$ cat config.mk
export PLATFORM = sky130hd
export DESIGN_NAME = fetch_pc_sequencer
export DESIGN_NICKNAME = d
export VERILOG_FILES = /design/src/rtl/fetch_pc_sequencer.sv
export SDC_FILE = /design/constraint.sdc
export NUM_CORES = 1
export LEC_CHECK = 0
export ABC_CLOCK_PERIOD_IN_PS = 2500
export CORE_MARGIN = 2
export CORE_UTILIZATION = 25
export DETAILED_ROUTE_END_ITERATION = 8
export GPL_TIMING_DRIVEN = 0
export PLACE_DENSITY_LB_ADDON = 0.15
export SYNTH_ARGS = -nofsm -noshare
export SYNTH_HDL_FRONTEND = slang
export SYNTH_SLANG_ARGS = --single-unit
$ cat constraint.sdc
create_clock -name clock -period 2.5 [get_ports clock]
set_input_delay 0.5 -clock clock [delete_from_list [all_inputs] [get_ports clock]]
set_output_delay 0.5 -clock clock [all_outputs]
set_load 0.005 [all_outputs]
$ cat src/rtl/fetch_pc_sequencer.sv
// fetch_pc_sequencer: instruction-fetch sequencer.
// Computes nextPC for the external PC register, issues one fetch at a time to
// instruction memory over valid/ready, buffers one returned word toward decode,
// and applies execute redirects (flushing the buffer and dropping in-flight data).
// Ports:
//   clock, reset_n                  clock, async active-low reset
//   PC / nextPC                     current PC in, combinational next PC out
//   imem_req_valid/addr/ready       fetch request handshake (addr == PC)
//   imem_rsp_valid/data             fetch response, one per accepted request
//   instr_valid/instr/instr_pc      registered one-entry buffer to decode
//   instr_ready                     decode consumes the buffer
//   redirect_valid/redirect_target  PC redirect from execute
module fetch_pc_sequencer #(
  parameter logic [31:0] RESET_PC = 32'h0000_0000,
  localparam int unsigned XLEN = 32
) (
  input  logic            clock,
  input  logic            reset_n,
  input  logic [XLEN-1:0] PC,
  output logic [XLEN-1:0] nextPC,
  output logic            imem_req_valid,
  output logic [XLEN-1:0] imem_req_addr,
  input  logic            imem_req_ready,
  input  logic            imem_rsp_valid,
  input  logic [XLEN-1:0] imem_rsp_data,
  output logic            instr_valid,
  output logic [XLEN-1:0] instr,
  output logic [XLEN-1:0] instr_pc,
  input  logic            instr_ready,
  input  logic            redirect_valid,
  input  logic [XLEN-1:0] redirect_target
);

  typedef enum logic [1:0] {
    ST_BOOT  = 2'd0,
    ST_REQ   = 2'd1,
    ST_WAIT  = 2'd2,
    ST_DRAIN = 2'd3
  } state_t;

  state_t          state_q;
  state_t          state_d;
  logic            load_c;
  logic            flush_c;
  logic [XLEN-1:0] target_aligned_c;

  // Redirect targets are word aligned by clearing the two low bits.
  assign target_aligned_c = redirect_target & ~XLEN'(3);

  // A response is captured only in WAIT when no redirect kills it.
  assign load_c  = (state_q == ST_WAIT) && imem_rsp_valid && !redirect_valid;
  // Redirects are ignored while booting; otherwise they flush the buffer.
  assign flush_c = redirect_valid && (state_q != ST_BOOT);

  assign imem_req_addr = PC;

  // Next-state, request and next-PC decode.
  always_comb begin
    state_d        = state_q;
    imem_req_valid = 1'b0;
    nextPC         = PC;

    case (state_q)
      ST_BOOT: begin
        state_d = ST_REQ;
      end
      ST_REQ: begin
        // Request only when the buffer can take the word and no redirect is pending.
        imem_req_valid = (!instr_valid || instr_ready) && !redirect_valid;
        if (imem_req_valid && imem_req_ready) begin
          state_d = ST_WAIT;
        end
      end
      ST_WAIT: begin
        if (imem_rsp_valid) begin
          state_d = ST_REQ;
        end else if (redirect_valid) begin
          state_d = ST_DRAIN;
        end
      end
      ST_DRAIN: begin
        if (imem_rsp_valid) begin
          state_d = ST_REQ;
        end
      end
      default: begin
        state_d = ST_BOOT;
      end
    endcase

    if (state_q == ST_BOOT) begin
      nextPC = RESET_PC;
    end else if (redirect_valid) begin
      nextPC = target_aligned_c;
    end else if (load_c) begin
      nextPC = PC + XLEN'(4);
    end
  end

  // State register and decode buffer.
  always_ff @(posedge clock or negedge reset_n) begin
    if (!reset_n) begin
      state_q     <= ST_BOOT;
      instr_valid <= 1'b0;
      instr       <= '0;
      instr_pc    <= '0;
    end else begin
      state_q <= state_d;
      if (flush_c) begin
        instr_valid <= 1'b0;
      end else if (load_c) begin
        instr_valid <= 1'b1;
        instr       <= imem_rsp_data;
        instr_pc    <= PC;
      end else if (instr_ready) begin
        instr_valid <= 1'b0;
      end
    end
  end

endmodule
==> results.sh, run 1 <==
export IMPL_slowest_stage="dfrtp_1"
export IMPL_synthDominantCellAreaShare_pct=42.9
export IMPL_internal_power_mw=4.42
export IMPL_ys_warn_count=0
export IMPL_hold_violations=0
export IMPL_via_per_inst=4.48
export IMPL_period_share_pct=113
export IMPL_path_delay_family="simple AND/OR/NAND/NOR gates"
export IMPL_firstDrtPassIters=4
export IMPL_n_antenna_cell=0
export IMPL_start_util_pct=25.6
export IMPL_dpl_cell_area_mm2=0.00648
export IMPL_reg2regPathDepth=8
export IMPL_skew_ns=0.00787
export IMPL_coreArea_mm2=0.0153
export IMPL_p_leak_nw=3.17
export IMPL_critical_path_buf_inv_count=3
export IMPL_synth_edf_count=0
export IMPL_crit_chain="inv_2 -> ha_4 -> nand4b_1 -> nor4_4 -> buf_4 -> nand4_1 -> xor2_1 -> a211oi_1 -> buf_2"
export IMPL_cp_data_required_time_ns=2.00
export IMPL_clk_pin_slew_ns=0.06
export IMPL_grt_overflow=0
export IMPL_rsz0062_at_grt="yes"
export IMPL_setup_slack_ns=-0.318
export IMPL_slowest_delay_ns=0.39
export IMPL_hp_class="in2async"
export IMPL_power_density_mw_per_mm2=862
export IMPL_violations="negative setup slack"
export IMPL_path_class="reg2out"
export IMPL_htreeDepth=3
export IMPL_cts_buffer_depth=2
export IMPL_postSynthCellCount=370
export IMPL_grt_antenna_before_repair=0
export IMPL_die_area_mm2=0.0167
export IMPL_report_final_slew_viol_count=0
export IMPL_cts_tree="yes"
export IMPL_max_slew_margin_rel_pct=59.4
export IMPL_grtUsageTotal_pct=17.8
export IMPL_peakVddDrop_mv=0.424
export IMPL_worst_slew_pin_slew_ns=0.609
export IMPL_syn_area_mm2=0.00391
export IMPL_yosysMostFrequentCell="dfrtp_1"
export IMPL_grt_max_degree=35
export IMPL_drc=0
export IMPL_crit_cells=9
export IMPL_root_buffer="clkbuf_16"
export IMPL_synth_seq_cells=67
export IMPL_power_frac_comb_pct=47.8
export IMPL_drtAntennaViolNets=0
export IMPL_r2r_start="state_q[1]"
export IMPL_yosys_top_cells_count="67 x dfrtp_1, 61 x mux2_2, 33 x nor2_1"
export IMPL_io_buffers=228
export IMPL_globalplace_congestion=0.754
export IMPL_die_y_um=129
export IMPL_crit_path_end_kind="primary output"
export IMPL_synth_area_leaders="dfrtp_1 43%, mux2_2 18%, buf_4 6.1%, xor2_1 5.1%, a211oi_1 3.8%"
export IMPL_final_util_pct=47.7
export IMPL_status="finished with violations"
export IMPL_crit_path_start_kind="flip-flop"
export IMPL_grt_pass1_wl_um=22500
export IMPL_power_switching_mw=1.85
export IMPL_cts_made_buffers=9
export IMPL_cp_max_fo=3
export IMPL_syn_nets=478
export IMPL_clk_latency_ns=0.34
export IMPL_io_pins=232
export IMPL_fmax_mhz=355
export IMPL_syn_to_final_growth_pct=86.1
export IMPL_routedWlPerCell_um=17.1
export IMPL_finalInstanceArea_mm2=0.00728
export IMPL_arrival_ns=2.32
export IMPL_drive_gt1_share_pct=38.1
export IMPL_final_nets=757
export IMPL_switching_share_pct=29.5
export IMPL_wirelength_um=14800
export IMPL_crit_path_start="state_q[0]"
export IMPL_syn_mean_instance_area_um2=10.6
export IMPL_clock_power_share_pct=22.1
export IMPL_vias=3877
export IMPL_synth_ff_type="dfrtp_1"
export IMPL_power_frac_seq_pct=30.2
export IMPL_dp_hpwl_um=11200
export IMPL_row_count=45
export IMPL_clock_sinks=67
export IMPL_ys_seq_area_share_pct=42.9
export IMPL_setup_viol=25
export IMPL_drv_cap=0
export IMPL_grt_pass1_vias=4115
export IMPL_min_period_ns=2.82
export IMPL_yosys_area_top_type="dfrtp_1"
export IMPL_ys_types=38
export IMPL_drtIter0Drc=113
export IMPL_chipWidth_um=129
export IMPL_async_flop_share_pct=100
-- path summary, 6_finish.rpt --
path                       slack [ns]           end
setup reg to reg                 0.16  instr_pc[31]
max in group asynchronous        1.83  instr_pc[30]
hold reg to reg                  0.49   instr_pc[4]
setup / recovery                -0.32    nextPC[31]
hold / removal                   0.11   instr_pc[8]
min in group clock               0.49   instr_pc[4]
-- final cells by class --
cell class | count | area [um^2]
Fill cell | 1463 | 7980
Multi-Input combinational cell | 243 | 2170
Clock inverter | 6 | 87.6
Inverter | 8 | 30.0
Clock buffer | 10 | 239
Sequential cell | 67 | 1680
Buffer | 48 | 327
Timing Repair Buffer | 272 | 2490
Tap cell | 211 | 264
-- cell families (layout without fill, tap and decap cells) --
logic type | Yosys count | count (layout) | share of synthesized area, %
AOI/OAI and AO/OA | 43 | 43 | 7.39
DFF | 67 | 67 | 42.9
adders and majority gates | 6 | 6 | 1.92
xor gates and xnor gates | 25 | 25 | 5.60
buffers and inverters | 60 | 344 | 9.02
muxes | 63 | 63 | 18.1
and+or+nand+nor | 106 | 106 | 15.2
-- per-stage QoR --
step	setup slack, ns	power [mW]	TNS, ns	hold slack, ns	instances
after floorplan	0.0749	2.85	0	0.204	370
after global placement	-1.57	4.77	-152.44	0.463	809
after detailed placement	-1.30	4.83	-48.99	0.473	810
after CTS	-0.372	6.28	-6.10	0.127	858
after global routing	-0.491	6.67	-8.26	0.150	865
final	-0.318	6.28	-5.49	0.113	865
-- metal layers --
metal | track usage (%) | up-vias | part of all wire [%]
li1 | - | 1832 | -
met1 | 21.3 | 1879 | 41
met2 | 29.7 | 147 | 49
met3 | 6.15 | 19 | 8.6
met4 | 6.33 | 0 | 1.6
met5 | 0 | - | 0
-- state kept, by name, indices dropped and copies added, names as in the netlist --
name         flops
state_q          2
instr_valid      1
instr           32
instr_pc        32
-- repair_timing --
item,in CTS,in global routing
endpoints found under the setup margin,67,30
hold buffers,0,0
buffers inserted,35,13
pin swaps,39,16
gates resized for setup,229,34
-- placed cells by master, fill, tap and decap left out, types with 6 or more instances in the layout --
master           Yosys  routed
a211oi_1            20      12
a211oi_2             0       7
a21oi_1             11       7
buf_2                6      37
buf_4               32      64
buf_6                0      12
clkbuf_1            12       6
clkbuf_16            0       9
clkbuf_2             0       7
clkdlybuf4s50_1      0     170
dfrtp_1             67      67
dlygate4sd2_1        0      15
inv_1                7       6
mux2_2              61      61
nand2_1             19      14
nand3_1             12       6
nand4_1             13      13
nor2_1              33      31
nor4_4               3       6
xor2_1              23      23
-- power by group through the flow --
stage	clock [mW]	sequential, mW	combinational, mW
after floorplan	0	1.93	0.925
after global placement	0	1.87	2.90
after detailed placement	0	1.90	2.93
after CTS	1.43	1.89	2.95
after global routing	1.48	1.97	3.22
final	1.39	1.89	3.00
(Power assumes the default switching activity.)
==> run 2: changes to the inputs <==
--- a/config.mk
+++ b/config.mk
@@ -10,7 +10,7 @@
 export CORE_UTILIZATION = 25
 export DETAILED_ROUTE_END_ITERATION = 8
 export GPL_TIMING_DRIVEN = 0
-export PLACE_DENSITY_LB_ADDON = 0.15
+export PLACE_DENSITY = 0.54
 export SYNTH_ARGS = -nofsm -noshare
 export SYNTH_HDL_FRONTEND = slang
 export SYNTH_SLANG_ARGS = --single-unit
==> run 2 against run 1 <==
  * The run still ends with negative setup slack left
  * Via count down 0.34%
  * Wire length up 3.4%
  * Cell count up 0.23%
==> results.sh, run 2 (synthesis gave the netlist of run 1 again) <==
export IMPL_status="finished with violations"
export IMPL_violations="negative setup slack"
export IMPL_crit_chain="inv_2 -> ha_4 -> nand4b_1 -> nor4_4 -> buf_4 -> nand4_1 -> xor2_1 -> a211oi_1 -> buf_2"
export IMPL_dpl_worst_slack_ns=-1.31
export IMPL_hp_class="in2async"
export IMPL_period_share_pct=111
export IMPL_io_pins=232
export IMPL_clk_latency_ns=0.34
export IMPL_firstDrtPassIters=4
export IMPL_grt_antenna_before_repair=0
export IMPL_cp_max_fo=4
export IMPL_row_count=45
export IMPL_drv_cap=0
export IMPL_vias=3864
export IMPL_p_leak_nw=3.18
export IMPL_setup_viol=25
export IMPL_fin_setup_tns_ns=-4.01
export IMPL_arrival_ns=2.28
export IMPL_drtAntennaViolNets=0
export IMPL_clk_pin_slew_ns=0.06
export IMPL_dp_hpwl_um=11100
export IMPL_grt_pass1_wl_um=23100
export IMPL_drtIter0Drc=135
export IMPL_dpl_cell_area_mm2=0.00648
export IMPL_cts_made_buffers=9
export IMPL_final_common_cell="clkdlybuf4s50_1"
export IMPL_crit_path_start_kind="flip-flop"
export IMPL_n_antenna_cell=0
export IMPL_clock_sinks=67
export IMPL_worst_slew_pin_slew_ns=0.646
export IMPL_root_buffer="clkbuf_16"
export IMPL_cts_buffer_depth=2
export IMPL_finalInstanceArea_mm2=0.00732
export IMPL_placed_cells=810
export IMPL_slowest_stage="dfrtp_1"
export IMPL_grt_overflow=0
export IMPL_chipWidth_um=129
export IMPL_routedWlPerCell_um=17.6
export IMPL_report_final_slew_viol_count=0
export IMPL_grt_max_degree=36
export IMPL_skew_ns=0.00480
export IMPL_cts_hold_buf=0
export IMPL_finalPower_mw=6.21
export IMPL_layout_common_cells="169 x clkdlybuf4s50_1, 67 x dfrtp_1, 61 x mux2_2, 61 x buf_4, 32 x buf_2"
export IMPL_wirelength_um=15300
export IMPL_min_period_ns=2.78
export IMPL_peakVddDrop_mv=0.402
export IMPL_drive_gt1_share_pct=38.9
export IMPL_rsz0062_at_grt="yes"
export IMPL_start_util_pct=25.6
export IMPL_power_density_mw_per_mm2=849
export IMPL_syn_to_final_growth_pct=87.0
export IMPL_drc=0
export IMPL_via_per_inst=4.46
export IMPL_fin_cells=867
export IMPL_die_y_um=129
export IMPL_slowest_delay_ns=0.39
export IMPL_max_slew_margin_rel_pct=57.0
export IMPL_fmax_mhz=359
export IMPL_num_fill_cells=1440
export IMPL_crit_path_end_kind="primary output"
export IMPL_globalplace_congestion=0.771
export IMPL_grt_pass1_vias=4122
export IMPL_path_class="reg2out"
export IMPL_grtUsageTotal_pct=18.1
export IMPL_final_nets=759
export IMPL_reg_top3="instr (32), instr_pc (32), state_q (2)"
export IMPL_io_buffers=228
export IMPL_die_area_mm2=0.0167
export IMPL_cts_tree="yes"
export IMPL_htreeDepth=3
export IMPL_setup_slack_ns=-0.284
export IMPL_coreArea_mm2=0.0153
export IMPL_hold_violations=0
export IMPL_cp_data_required_time_ns=2.00
==> run 2: where the power goes <==
group | internal [mW] | switching [mW]
Combinational | 1.92 | 1.10
Sequential | 1.62 | 0.267
Clock | 0.799 | 0.513
Total | 4.34 | 1.88
==> run 2: timing repair <==
item,4_1_cts,5_1_grt
endpoints found under the setup margin,67,30
buffers inserted,34,11
gates cloned,1,0
resized for setup,224,67
pin swaps,42,19
==> run 2: final timing paths <==
check / from / to / slack, ns / depth (start not counted)
max reg2reg: state_q[1] / instr[4] / 0.22 / 9
min: reset_n / instr[26] / 0.10 / 1
min reg2reg: instr_pc[4] / instr_pc[4] / 0.48 / 2
min in group clock: PC[9] / instr_pc[9] / 0.45 / 2
max: state_q[0] / nextPC[31] / -0.28 / 9
max in group asynchronous: reset_n / instr[4] / 1.84 / 2
==> run 2: layout make-up <==
class	count	area (um^2)	share of cell area (%)
buffer	48	338	4.62
tap	211	264	3.61
inverter	8	32.5	0.445
clock inverter	6	63.8	0.872
clock buffer	10	239	3.27
multi-input combinational	244	2180	29.8
sequential	67	1680	22.9
timing repair buffer	273	2530	34.5
==> run 2: through the flow <==
step / hold WS (ns) / util (%)
floorplan: 0.204 / -
global placement: 0.461 / 42.3
detailed placement: 0.472 / 42.4
CTS: 0.115 / 47.1
global route: 0.134 / 48.0
finish: 0.102 / 48.0
==> run 2: per-layer routing <==
metal | up-vias | global-route usage [%] | share of wire [%]
li1 | 1834 | - | -
met1 | 1868 | 22.2 | 42
met2 | 147 | 30.4 | 49
met3 | 15 | 5.24 | 7.0
met4 | 0 | 6.20 | 1.3
met5 | - | 0 | 0
==> run 2: critical path, delay by kind of cell, from the launching register on <==
| kind | cells | cell delay, ns |
|---|---|---|
| simple gates | 3 | 0.61 |
| buf+inv | 3 | 0.41 |
| flops | 1 | 0.39 |
| xor+xnor | 1 | 0.19 |
| compound gates | 1 | 0.19 |
| fa+ha+maj | 1 | 0.16 |
